File: config.mk
export PLATFORM = sky130hd
export DESIGN_NAME = mag_cmp_seq
export DESIGN_NICKNAME = d
export VERILOG_FILES = /design/src/rtl/mag_cmp_pkg.sv /design/src/rtl/mag_cmp_digit.sv /design/src/rtl/mag_cmp_seq.sv
export SDC_FILE = /design/constraint.sdc
export NUM_CORES = 1
export LEC_CHECK = 0
export CORE_ASPECT_RATIO = 2
export CORE_UTILIZATION = 46
export CTS_CLUSTER_DIAMETER = 120
export DETAILED_ROUTE_END_ITERATION = 8
export HOLD_SLACK_MARGIN = 0.05
export PLACE_DENSITY = 0.72
export SETUP_SLACK_MARGIN = 0.05
export SKIP_CTS_REPAIR_TIMING = 1
export SYNTH_ARGS = -nofsm -noshare
export SYNTH_HDL_FRONTEND = slang
export SYNTH_SLANG_ARGS = --single-unit
File: constraint.sdc
create_clock -name clk -period 2.7 [get_ports clk]
set_input_delay 0.54 -clock clk [delete_from_list [all_inputs] [get_ports clk]]
set_output_delay 0.54 -clock clk [all_outputs]
set_load 0.02 [all_outputs]
File: src/rtl/mag_cmp_pkg.sv
// Shared types and the per-digit compare function for the sequential magnitude comparator.
package mag_cmp_pkg;

   // Widest digit the compare function handles; narrower digits are zero-extended.
   localparam int DIGIT_MAX = 256;

   typedef enum logic [1:0] {
      IDLE = 2'd0,
      RUN  = 2'd1,
      DONE = 2'd2
   } state_t;

   typedef struct packed {
      logic g;
      logic l;
      logic e;
   } cmp_res_t;

   function automatic cmp_res_t digit_cmp(input logic [DIGIT_MAX-1:0] a_d,
                                          input logic [DIGIT_MAX-1:0] b_d);
      cmp_res_t r;
      r.g = (a_d > b_d);
      r.l = (a_d < b_d);
      r.e = (a_d == b_d);
      return r;
   endfunction

endpackage

File: src/rtl/mag_cmp_digit.sv
// Combinational DIGIT-bit unsigned comparator feeding the sequential compare FSM.
module mag_cmp_digit
   import mag_cmp_pkg::*;
#(
   parameter int DIGIT = 4
) (
   input  logic [DIGIT-1:0] a_d,
   input  logic [DIGIT-1:0] b_d,
   output cmp_res_t         res
);

   assign res = digit_cmp(DIGIT_MAX'(a_d), DIGIT_MAX'(b_d));

endmodule

File: src/rtl/mag_cmp_seq.sv
// Sequential MSB-first magnitude comparator, DIGIT bits per cycle, with early exit
// on the first differing digit and a valid/ready result handshake.
//
//   state | meaning
//   IDLE  | waiting for operands, in_ready=1
//   RUN   | comparing digit idx, one digit per cycle
//   DONE  | result held on g/l/e/ndig, out_valid=1
module mag_cmp_seq
   import mag_cmp_pkg::*;
#(
   parameter  int WIDTH = 16,
   parameter  int DIGIT = 4,
   localparam int NDIG  = WIDTH / DIGIT,
   localparam int CW    = $clog2(NDIG + 1)
) (
   input  logic             clk,
   input  logic             rst_n,
   input  logic             in_valid,
   output logic             in_ready,
   input  logic [WIDTH-1:0] a,
   input  logic [WIDTH-1:0] b,
   input  logic             signed_mode,
   output logic             out_valid,
   input  logic             out_ready,
   output logic             g,
   output logic             l,
   output logic             e,
   output logic [CW-1:0]    ndig
);

   // Flipping the sign bit of both operands maps two's-complement order onto unsigned order.
   localparam logic [WIDTH-1:0] SIGN_MASK = WIDTH'(1) << (WIDTH - 1);

   state_t           state;
   state_t           state_nxt;
   logic [WIDTH-1:0] a_q;
   logic [WIDTH-1:0] b_q;
   logic [CW-1:0]    idx;
   logic [CW-1:0]    count;
   logic [DIGIT-1:0] a_dig;
   logic [DIGIT-1:0] b_dig;
   cmp_res_t         dig;
   logic             accept;
   logic             resolve;

   assign a_dig = a_q[idx*DIGIT +: DIGIT];
   assign b_dig = b_q[idx*DIGIT +: DIGIT];

   mag_cmp_digit #(.DIGIT(DIGIT)) u_digit (
      .a_d (a_dig),
      .b_d (b_dig),
      .res (dig)
   );

   assign accept  = (state == IDLE) && in_valid;
   assign resolve = (state == RUN) && (dig.g || dig.l || (idx == '0));

   always_ff @(posedge clk or negedge rst_n) begin
      if (!rst_n) state <= IDLE;
      else        state <= state_nxt;
   end

   always_comb begin
      state_nxt = state;
      unique case (state)
         IDLE:    if (in_valid)  state_nxt = RUN;
         RUN:     if (resolve)   state_nxt = DONE;
         DONE:    if (out_ready) state_nxt = IDLE;
         default:                state_nxt = IDLE;
      endcase
   end

   always_comb begin
      in_ready  = (state == IDLE);
      out_valid = (state == DONE);
   end

   always_ff @(posedge clk or negedge rst_n) begin
      if (!rst_n) begin
         a_q   <= '0;
         b_q   <= '0;
         idx   <= '0;
         count <= '0;
         g     <= 1'b0;
         l     <= 1'b0;
         e     <= 1'b0;
         ndig  <= '0;
      end else if (accept) begin
         a_q   <= signed_mode ? (a ^ SIGN_MASK) : a;
         b_q   <= signed_mode ? (b ^ SIGN_MASK) : b;
         idx   <= CW'(NDIG - 1);
         count <= '0;
      end else if (state == RUN) begin
         count <= count + 1'b1;
         if (resolve) begin
            g    <= dig.g;
            l    <= dig.l;
            e    <= dig.e;
            ndig <= count + 1'b1;
         end else begin
            idx  <= idx - 1'b1;
         end
      end else if ((state == DONE) && out_ready) begin
         g <= 1'b0;
         l <= 1'b0;
         e <= 1'b0;
      end
   end

endmodule

# Word-level counts from Yosys, hierarchy flattened
# Cells that the tools add are included.
# word_totals
regBits	46
out_inout_bits	8
word_cells	56
# classes
addsub	2
order_cmp	2
n_eq_ne	7
shifts	2
mux	18
bitwise_logic	3
reduce_logical	13
# op_table
cell	n
two-way mux 16 bit	2
indexed part select 16 x 6 -> 4 bit	2
two-way mux 3 bit	5
AND reduction 3 bit	3
two-way mux 1 bit	7
two-way mux 2 bit	3
inequality test 2 bit, second input constant	3
one-hot mux 2 bit (3 select lines)	1
== test 4 bit	1
greater-than comparator 4 bit	1
less-than comparator 4 bit	1
nonzero test 2 bit	2
adder 3 x 1 -> 3 bit, second input constant	1
logical AND 1 bit	3
logical NOT 3 bit	1
inverter 1 bit	3
subtractor 3 x 1 -> 3 bit, second input constant	1
== test 2 x 1 -> 1 bit, second input constant	1
== test 2 bit, second input constant	1
logical NOT 2 bit	1
logical OR 1 bit	2
inequality test 2 x 1 -> 1 bit, second input constant	1
AND reduction 2 bit	1

# Logic depth before layout (Yosys ltp)
# depth
depth_word	8
mapped_depth	10
ltp_nobuf	8

# Hierarchy
# From an unflattened synthesis, not the netlist that was laid out.
# hier_totals
hier_cells	180
hier_area_um2	2351.0
# modules_own_cells
mod	n_inst	cells_each	area_each_um2	seq_area_each_um2
mag_cmp_seq	1	164	2222.1	1151.1
mag_cmp_digit	1	16	128.9	0.0

# Worst setup path before layout
# Ideal clock, no wire load.
# synth_path
kind	flip-flop to flip-flop
startpoint	register idx[0]
endpoint	register idx[2]
t_arrival_ns	2.488
slack_ns	0.134
stages_incl_launch_ff	10
n_path_buf	1
period_less_slack_ns	2.566
cell_sequence	dfrtp_1 > buf_2 > mux4_2 > nor2b_1 > ha_1 > and4_4 > o21ai_2 > a211o_1 > or3_1 > a21oi_1
# synth_via
elab_chain_len	7
# synth_lines
item	line	rtl
from (decl)	mag_cmp_seq.sv:38	logic [CW-1:0] idx;
from (signal assigned)	mag_cmp_seq.sv:91	idx <= CW'(NDIG - 1);
from (signal assigned)	mag_cmp_seq.sv:101	idx <= idx - 1'b1;
indexed part select 16 x 6 -> 4 bit (on tied branches)	mag_cmp_seq.sv:46, mag_cmp_seq.sv:47	
greater-than comparator 4 bit / less-than comparator 4 bit (equally long branches)	mag_cmp_pkg.sv:22, mag_cmp_pkg.sv:23	
logical OR 1 bit (2 in series)	mag_cmp_seq.sv:56	assign resolve = (state == RUN) && (dig.g || dig.l || (idx == '0));
logical AND 1 bit	mag_cmp_seq.sv:56	
inequality test 2 bit (no source line)	-	
AND reduction 2 bit (no source line)	-	
# Parallel ways exist; a longest one is shown, timed or not. The select of a mux whose other input is x is not followed.
# A chain may end at the register's enable or synchronous reset.

# Worst setup path after layout
# Same ends and word-level chain as after synthesis.

==> key figures <==
Detailed routing
  • Routed vias: 1699
  • Drt pass-1 iters: 4
  • DR DRC count: 0
  • Per-cell routed wire length: 12.73 um
  • Drt total wl: 4.302 mm
  • Drt initial violations: 31
  • Via density: 5.027
  • Routed Antenna Nets: 0

Logic synthesis
  • Sequential element share of the synthesized area: 52.30%
  • Area leader, netlist: dfrtp_1
  • Cell area after synthesis: 2201 um^2
  • Synth cell types: 28
  • Top cell type's share of synthesized area: 52.30%
  • Post-synthesis register bit count: 46
  • Synth async-reset ratio: 100.0%
  • Syn. warnings: 0
  • Syn_area_per_cell: 9.405 um^2
  • Post-Synthesis Cells: 234
  • Number of synthesized flops with an enable pin: 0
  • Synth Flop Type: dfrtp_1
  • Syn nets: 278
  • Top cells by area, synth: dfrtp_1 52%, nand2_1 18%, mux4_2 8.2%

Run status
  • Outcome: complete, no violations

Floorplan
  • Ports: 45
  • Chip width: 50.91 um
  • Core Region: 4598 um^2
  • Die ar.: 5082 um^2
  • Row cnt: 35
  • Initial Util: 47.86%
  • Die Y: 99.82 um

Setup path
  • Crit path cell chain: buf_6 -> mux4_2 -> nor2b_1 -> ha_1 -> nor2b_4 -> o211ai_1 -> a211o_1 -> or3_1 -> a21oi_2
  • Crit path DAT: 2800 ps
  • CP startpoint kind: flip-flop
  • Critical path's slowest cell: mux4_2
  • Reg2reg start: idx[0]$_DFFE_PN0P_
  • Crit path largest cell delay: 470 ps
  • CP max FO: 3
  • Worst path bufs/invs: 1
  • Cell family with most CP delay: simple AND/OR/NAND/NOR gates
  • Crit path kind: flip-flop to flip-flop
  • WP data required: 2920 ps
  • Critical path capture point type: flip-flop
  • CP startpoint: idx[0]$_DFFE_PN0P_

STA
  • Max-slew violations: 0
  • Final Setup Violations: 0
  • Final Hold Fails: 0
  • Worst relative slew slack: 32.86%
  • Post-route minimum period: 2580 ps
  • Worst clock skew: 4.698 ps
  • Slew @ Worst Pin: 1007 ps
  • Final worst-path cycle share: 95.56%
  • Setup TNS: 0 ps
  • F_max: 387.6 MHz
  • Unrepaired setup endpoints after global routing: yes

Global routing
  • Total track usage: 19.69%
  • Vias in the first global route: 1726
  • First-pass GRT wire length: 7.479 mm
  • Initial antenna violation count: 0
  • Grt ovf: 0
  • Largest net degree at the start of global routing: 47

Power and ir drop
  • Leakage: 1.371 nW
  • Pwr per Cell Area: 1104 nW/um^2
  • Max VDD drop: 0.5943 mV

Finish
  • Number of diodes: 0
  • Nets: 328
  • Layout area overhead: 28.82%
  • Final core occ: 61.66%
  • Fillers: 423
  • Share of layout cells above drive strength 1: 11.31%

Hold path
  • Min-delay worst type: primary input to async pin

Clock network
  • Later-pin clock latency in the skew report: 290 ps
  • Cts bufs inserted: 5
  • CTS clk-pin slew, worst paths: 80 ps
  • CTS tree: yes
  • H-tree levels: 2
  • Clk buf depth: 2
  • Num Clock Sinks: 46
  • CTS root buf: clkbuf_8

Run
  • Max-cap check violation count: 0

Place
  • GPL Wtd Cong: 0.8036
  • DPL Wire Length: 3.202 mm
  • Port bufs: 44
-- metal layers --
layer	GRT usage [%]	routed length, um	vias up
li1	-	-	857
met1	21.54	1655	797
met2	35.73	2419	38
met3	3.485	138	7
met4	8.547	88	0
met5	0	0	-
-- placed cells by master (no fill, tap or decap), types with 2 or more instances in the layout --
master           synthesis  layout
a21oi_1                  4       3
dfrtp_1                 46      46
ha_1                     7       7
o21ai_2                  1       2
nand2b_1                 4       4
o21ai_0                  9       8
inv_1                    5       5
xnor2_1                  4       4
nor2_1                   6       6
nand2_1                105     105
nor2b_1                  5       5
and2_1                   2       2
o31ai_1                  2       2
buf_4                    0      10
nand3_1                  2       2
o211ai_1                 2       2
mux4_2                   8       8
clkdlybuf4s50_1          0      43
clkbuf_8                 0       6
-- kinds of logic after synthesis --
logic type                 share of synthesized area, %
buffers and inverters                             3.184
adders and majority gates                         3.979
and+or+nand+nor                                   24.28
DFF                                               52.30
xor gates and xnor gates                          1.592
AOI/OAI and AO/OA                                 5.969
muxes                                             8.698
-- final cells by class --
type | instances | area, um^2 | share of cell area, %
repair buffers | 55 | 521.8 | 18.40
multi-input cells | 171 | 992.2 | 35.00
flip-flops and latches | 46 | 1151 | 40.60
well taps | 55 | 68.82 | 2.427
inverters | 5 | 18.77 | 0.6620
clock buffers | 6 | 82.58 | 2.913
-- per-stage QoR --
| stage | total power [mW] | std cells | setup WS [ps] | hold slack [ps] | cell area, um^2 |
|---|---|---|---|---|---|
| 6_report | 3.129 | 338 | 120.0 | 409.3 | 2835 |
| 5_1_grt | 3.400 | 338 | 24.57 | 487.5 | 2835 |
| 4_1_cts | 3.087 | 337 | 16.44 | 441.5 | 2811 |
| 3_5_place_dp | 2.675 | 331 | 39.70 | 461.3 | 2729 |
| 3_3_place_gp | 2.637 | 331 | 106.6 | 456.6 | 2729 |
| 2_1_floorplan | 2.175 | 234 | 133.7 | 244.4 | 2201 |
-- final timing paths --
path / to / slack [ps] / cells after the start
min: a_q[1]$_DFFE_PN0P_ / 410 / 1
min in group clk: b_q[8]$_DFFE_PN0P_ / 480 / 2
max: idx[2]$_DFFE_PN0P_ / 120 / 9
max reg2reg: idx[2]$_DFFE_PN0P_ / 120 / 9
max in group asynchronous: b_q[8]$_DFFE_PN0P_ / 1660 / 1
min reg2reg: b_q[8]$_DFFE_PN0P_ / 480 / 2
-- report_power, final --
| part | internal [mW] | switching [mW] | leakage (nW) | total, mW |
|---|---|---|---|---|
| clock network | 0.197 | 0.206 | 0.0431 | 0.404 |
| registers | 0.998 | 0.192 | 0.571 | 1.19 |
| logic | 0.790 | 0.746 | 0.757 | 1.54 |
| total | 1.98 | 1.14 | 1.37 | 3.13 |
-- flip-flops by register name, indices dropped and copies added (netlist names), 2 cells and up --
register / flops
ndig: 3
count: 3
b_q: 16
a_q: 16
idx: 3
state: 2
-- cell usage after synthesis, drive strengths merged (2+ instances only) --
cell,instances
nand3,2
and2,2
dfrtp,46
a21oi,4
o21ai,11
nand2,105
nor2b,6
buf,5
o31ai,2
xnor2,4
inv,5
nor2,6
o211ai,2
ha,7
mux4,8
clkbuf,7
nand2b,4
No activity file was read; power rests on OpenSTA's default activity.
